===== src/rtl/hdmi_rom_pic_ctrl.sv =====
// Image ROM read sequencer: overlays a ROM picture at a fixed window of the HDMI timing stream.
// Optional macro PIC_BORDER_EN draws a one-pixel white frame around the picture window.
module hdmi_rom_pic_ctrl #(
  parameter int unsigned           ADDR_WIDTH = 16,
  parameter int unsigned           DATA_WIDTH = 24,
  parameter int unsigned           IMG_W      = 256,
  parameter int unsigned           IMG_H      = 256,
  parameter int unsigned           POS_X      = 512,
  parameter int unsigned           POS_Y      = 232,
  parameter int unsigned           RD_LATENCY = 1,
  parameter logic [DATA_WIDTH-1:0] BG_COLOR   = '0
) (
  input  logic                  clk,
  input  logic                  rst_n,
  input  logic                  pic_en,
  input  logic                  vs_in,
  input  logic                  hs_in,
  input  logic                  de_in,
  output logic [ADDR_WIDTH-1:0] rom_addr,
  output logic                  rom_rd_en,
  input  logic [DATA_WIDTH-1:0] rom_data,
  output logic                  vs_out,
  output logic                  hs_out,
  output logic                  de_out,
  output logic [DATA_WIDTH-1:0] rgb_out,
  output logic                  frame_done,
  output logic                  cnt_err
);

  localparam int unsigned LAT   = RD_LATENCY + 2;
  localparam int unsigned CNT_W = 16;
  localparam int unsigned X_END = POS_X + IMG_W;
  localparam int unsigned Y_END = POS_Y + IMG_H;
  localparam logic [ADDR_WIDTH-1:0] ADDR_LAST = ADDR_WIDTH'(IMG_W * IMG_H - 1);

  logic                  vs_q;
  logic                  de_q;
  logic                  frame_en_q;
  logic [CNT_W-1:0]      x_cnt;
  logic [CNT_W-1:0]      y_cnt;
  logic [ADDR_WIDTH-1:0] addr_cnt;

  logic frame_start;
  logic de_fall;
  logic x_in;
  logic y_in;
  logic in_win;
  logic border;

  logic [LAT-1:0] vs_sr;
  logic [LAT-1:0] hs_sr;
  logic [LAT-1:0] de_sr;
  logic [LAT-2:0] win_sr;
  logic [LAT-2:0] brd_sr;

  always_comb begin
    frame_start = vs_in & ~vs_q;
    de_fall     = de_q & ~de_in;
    x_in        = (32'(x_cnt) >= POS_X) && (32'(x_cnt) < X_END);
    y_in        = (32'(y_cnt) >= POS_Y) && (32'(y_cnt) < Y_END);
    in_win      = de_in & frame_en_q & x_in & y_in;
  end

`ifdef PIC_BORDER_EN
  logic x_edge;
  logic y_edge;
  logic x_span;
  logic y_span;

  // Edge tests use +1 on the counter so a window at column/line 0 cannot underflow.
  always_comb begin
    x_edge = (32'(x_cnt) + 32'd1 == POS_X) || (32'(x_cnt) == X_END);
    y_edge = (32'(y_cnt) + 32'd1 == POS_Y) || (32'(y_cnt) == Y_END);
    x_span = (32'(x_cnt) + 32'd1 >= POS_X) && (32'(x_cnt) <= X_END);
    y_span = (32'(y_cnt) + 32'd1 >= POS_Y) && (32'(y_cnt) <= Y_END);
    border = de_in & frame_en_q & ((x_edge & y_span) | (y_edge & x_span));
  end
`else
  always_comb begin
    border = 1'b0;
  end
`endif

  // Position tracking and frame bookkeeping
  always_ff @(posedge clk or negedge rst_n) begin
    if (!rst_n) begin
      vs_q       <= 1'b0;
      de_q       <= 1'b0;
      frame_en_q <= 1'b0;
      x_cnt      <= '0;
      y_cnt      <= '0;
      addr_cnt   <= '0;
      cnt_err    <= 1'b0;
    end else begin
      vs_q <= vs_in;
      de_q <= de_in;
      if (frame_start) begin
        x_cnt      <= '0;
        y_cnt      <= '0;
        addr_cnt   <= '0;
        frame_en_q <= pic_en;
        if (frame_en_q && (addr_cnt != '0)) begin
          cnt_err <= 1'b1;
        end
      end else begin
        if (de_in) begin
          if (x_cnt != '1) begin
            x_cnt <= x_cnt + 1'b1;
          end
        end else if (de_fall) begin
          x_cnt <= '0;
          if (y_cnt != '1) begin
            y_cnt <= y_cnt + 1'b1;
          end
        end
        if (in_win) begin
          addr_cnt <= (addr_cnt == ADDR_LAST) ? '0 : addr_cnt + 1'b1;
        end
      end
    end
  end

  // ROM request register
  always_ff @(posedge clk or negedge rst_n) begin
    if (!rst_n) begin
      rom_addr   <= '0;
      rom_rd_en  <= 1'b0;
      frame_done <= 1'b0;
    end else begin
      rom_rd_en  <= in_win;
      frame_done <= in_win && (addr_cnt == ADDR_LAST);
      if (in_win) begin
        rom_addr <= addr_cnt;
      end
    end
  end

  // Timing and window flags travel alongside the ROM read so rgb_out lines up with de_out.
  always_ff @(posedge clk or negedge rst_n) begin
    if (!rst_n) begin
      vs_sr   <= '0;
      hs_sr   <= '0;
      de_sr   <= '0;
      win_sr  <= '0;
      brd_sr  <= '0;
      rgb_out <= BG_COLOR;
    end else begin
      vs_sr  <= {vs_sr[LAT-2:0], vs_in};
      hs_sr  <= {hs_sr[LAT-2:0], hs_in};
      de_sr  <= {de_sr[LAT-2:0], de_in};
      win_sr <= {win_sr[LAT-3:0], in_win};
      brd_sr <= {brd_sr[LAT-3:0], border};
      if (win_sr[LAT-2] && de_sr[LAT-2]) begin
        rgb_out <= rom_data;
      end else if (brd_sr[LAT-2] && de_sr[LAT-2]) begin
        rgb_out <= '1;
      end else begin
        rgb_out <= BG_COLOR;
      end
    end
  end

  assign vs_out = vs_sr[LAT-1];
  assign hs_out = hs_sr[LAT-1];
  assign de_out = de_sr[LAT-1];

endmodule


===== config.mk =====
export PLATFORM = sky130hd
export DESIGN_NAME = hdmi_rom_pic_ctrl
export DESIGN_NICKNAME = d
export VERILOG_FILES = /design/src/rtl/hdmi_rom_pic_ctrl.sv
export SDC_FILE = /design/constraint.sdc
export NUM_CORES = 1
export LEC_CHECK = 0
export CORE_UTILIZATION = 35
export CTS_BUF_LIST = sky130_fd_sc_hd__clkbuf_16
export CTS_CLUSTER_DIAMETER = 50
export DETAILED_ROUTE_END_ITERATION = 10
export PLACE_DENSITY = 0.58
export SLEW_MARGIN = 20
export SYNTH_ARGS = -nofsm -noshare
export SYNTH_HDL_FRONTEND = slang
export SYNTH_SLANG_ARGS = --single-unit
export TNS_END_PERCENT = 1

===== constraint.sdc =====
create_clock -name clk -period 6.8 [get_ports clk]
set_clock_uncertainty 0.15 [all_clocks]
set_input_delay 1.36 -clock clk [delete_from_list [all_inputs] [get_ports clk]]
set_output_delay 1.36 -clock clk [all_outputs]
set_load 0.005 [all_outputs]

==> impl_results.md <==
- Net Sw Power: ~0.27 mW
- Setup_tns: 0 ps
- H-tree depth: 3
- N_diodes: 0
- Outcome: complete, no violations
- Slew headroom: around 33%
- GRT Overall Usage: 16.6%
- Global-route wire length before repair: 17.5 mm
- Core Area: approximately 13,000 sq um
- Leakage power: about 2.5 nW
- Initial Utilization: a little over a third
- Total internal power: just under 1 mW
- Period utilization: around 56%
- Max VDD drop: between 0.09 and 0.1 mV
- Number of remaining DRC errors: 0
- Die Area: roughly 14,000 sq um
- Cell variety after synth: 47
- Critical path peak fanout: 37
- Fin. max-slew vios: 0
- Post-CTS Setup Bufs: 0
- GR Overflow Total: 0
- CP cell instances: clkdlybuf4s50_1, nor4b_1, nand2_1, or4_1, buf_4, or4_1, a21oi_1
- Max frequency: ~260 MHz
- CP Buf/Inv Count: 2
- Clock Tree Root: clkbuf_16
- DRT iter0 DRCs: approximately 260
- Worst path top cell family by delay: simple AND/OR/NAND/NOR gates
- Die Y: 116 um
- Worst Hold Launch: vs_sr[1]
- Count of standard-cell rows: 41
- WL/cell: between 10 and 15 um
- Logic pwr share: between 5 and 6%
- Critical path launch point type: input pin
- P per Cell Area: around 210 nW/um^2
- CTS Hold Bufs: 0
- Clk sinks: 102
- Dpl hpwl: ~7.1 mm
- Resized Gates After CTS: 0
- Worst-skew pair later-pin latency: between 300 and 400 ps
- Net Sw Frac: between 20% and 30%
- Initial antenna violation count: 0
- Worst r2r path cells: 6
- DIE WIDTH: between 100 and 150 um
- Final nets: 569
- First-pass DRT Iterations: 5
- Worst reg2reg startpoint: y_cnt[11]
- Number of synthesized flops with an enable pin: 0
- Clock Path Buffers: 2
- Layout cells sized above 1: ~5.2%
- Core Util, Final: 45.9%
- Most common cell after layout, fill and taps aside: dfrtp_1
- R2r setup slk: ~4200 ps
- RePlAce Congestion: 0.822
- Reg power frac: 50.4%
- Crit path DAT: between 3000 and 4000 ps
- Worst setup endpoint: addr_cnt[13]
- Syn-to-layout area delta: 26.7%
- CTS tree: done
- Clock slew at reported path FFs: ~70 ps
- Post-synthesis sequential area ratio: about 56%
- CP peak stage delay: 680 ps
- Hold Path Class: register to register
- Setup-failing EPs final: 0
- Ys flop type: dfrtp_1
- Avg Inst Size Synth: 9.86 sq um
- Transition time of the tightest slew-check pin: ~990 ps
- Synthesized instance count: between 400 and 500
- Syn. warnings: 0
- Final worst setup slack: 2990 ps
- Num ports: between 70 and 80
- Total Routed Length: ~10 mm
- Cell depth of the worst setup path: 7
- Async S/R FF share, synth: 100%
- Worst setup EP type: register
- Via count: between 3,000 and 4,000
- Fill count: 1,199
- Commonest cells after routing, fill and taps aside: dfrtp_1, nand2_1, clkdlybuf4s50_1
- Num CTS Buffers: 9
- #FFs+latches synth: approximately 100
- Crit path top cell by count: or4_1
- PortBufs: 75
- RSZ-0062 raised after global routing: no
- CP max-delay cell: clkdlybuf4s50_1
- Avg Vias per Cell: roughly 5.3
- Min cycle time layout: 3810 ps
- Worst EP required: 6920 ps
- Final ANT Viol Nets: 0
- Cell area after synthesis: approximately 4600 sq um
- CP Class: input pin to register
- Clk pwr share: between 40% and 50%
- RR Endpoint: addr_cnt[13]
- Pin count of the biggest net entering global routing: 65
- Fin. Hold Viols: 0
- Place WS: approximately 2700 ps
- Maxcap violations: 0
- Worst setup startpoint: de_in
- Synthesized netlist net count: 501
- Number of global-route vias before repair: around 3,500
[final cells by class]
type	count	area [sq um]	share of cell area, %
timing repair buffer	78	771	13.3
inverter	12	45.0	0.775
clock inverter	6	93.8	1.61
sequential	102	2550	43.9
clock buffer	9	225	3.88
multi-input combinational	330	1910	32.8
tap	172	215	3.70
[through the flow]
step | cell area [sq um] | hold WS [ps] | std cells | total power [mW]
2_1_floorplan | 4580 | 181 | 465 | 0.660
3_3_place_gp | 5490 | 182 | 694 | 0.700
3_5_place_dp | 5490 | 186 | 694 | 0.701
4_1_cts | 5810 | 202 | 709 | 1.26
5_1_grt | 5810 | 205 | 709 | 1.30
6_report | 5810 | 198 | 709 | 1.24
[logic make-up (layout without fill, tap and decap cells)]
| kind of cell | after synthesis | count (layout) | synth area share [%] |
|---|---|---|---|
| xor+xnor | 10 | 10 | 1.91 |
| flops | 102 | 102 | 55.7 |
| fa+ha+maj | 6 | 6 | 1.64 |
| compound gates | 91 | 91 | 13.4 |
| buf+inv | 33 | 105 | 2.76 |
| simple gates | 223 | 223 | 24.6 |
[worst min-delay path by stage]
stage | end | slack (ps) | cells past startpoint
after floorplan | hs_sr[1] | 180 | 0
after global placement | vs_sr[2] | 180 | 0
after detailed placement | hs_sr[2] | 190 | 0
after CTS | vs_sr[2] | 200 | 0
after global routing | vs_sr[2] | 200 | 0
final | vs_sr[2] | 200 | 0
[synth_stat cells, types with 5 or more instances]
cell type / n / share of area, %
or4_1: 12 / 2.0
dfrtp_1: 102 / 56
o21ai_0: 23 / 2.5
nor4_1: 6 / 0.82
inv_1: 11 / 0.90
clkbuf_1: 18 / 1.5
and3_1: 27 / 3.7
xor2_1: 5 / 0.96
or3_1: 5 / 0.68
a21oi_1: 17 / 1.9
nor3_1: 10 / 1.1
nand3_1: 23 / 2.5
ha_1: 6 / 1.6
nor2_1: 28 / 2.3
xnor2_1: 5 / 0.96
a31oi_1: 6 / 0.82
nand2_1: 81 / 6.6
o211ai_1: 9 / 1.5
nand4_1: 10 / 1.4
o31ai_1: 12 / 2.0
[power by group through the flow]
stage / clock network (mW) / logic, mW / registers (mW)
after global routing: 0.597 / 0.0720 / 0.626
after floorplan: 0 / 0.0269 / 0.633
after detailed placement: 0 / 0.0650 / 0.637
after CTS: 0.571 / 0.0654 / 0.625
after global placement: 0 / 0.0635 / 0.636
final: 0.552 / 0.0635 / 0.625
[worst register-to-register path: stages (launching register included)]
cell	delay (ps)
dfrtp_1	440
nor4_1	360
nand2_1	130
or4_1	510
buf_4	260
or4_1	530
a21oi_1	160
[sequential cells by signal, indices dropped and copies added (netlist names)]
name and count:
rgb_out 24, addr_cnt 16, rom_addr 16, x_cnt 16
y_cnt 16, de_sr 3, hs_sr 3, vs_sr 3
win_sr 2, cnt_err 1, frame_done 1, frame_en_q 1
[routing by layer]
metal  GRT usage [%]  vias to the layer above  wire length [um]
li1                -                     1820                 -
met4            7.61                        0               228
met2            25.2                       94              4650
met5               0                        -                 0
met3            2.85                       16               497
met1            23.2                     1794              5010
Note: power is estimated with default switching activity, not from simulation.
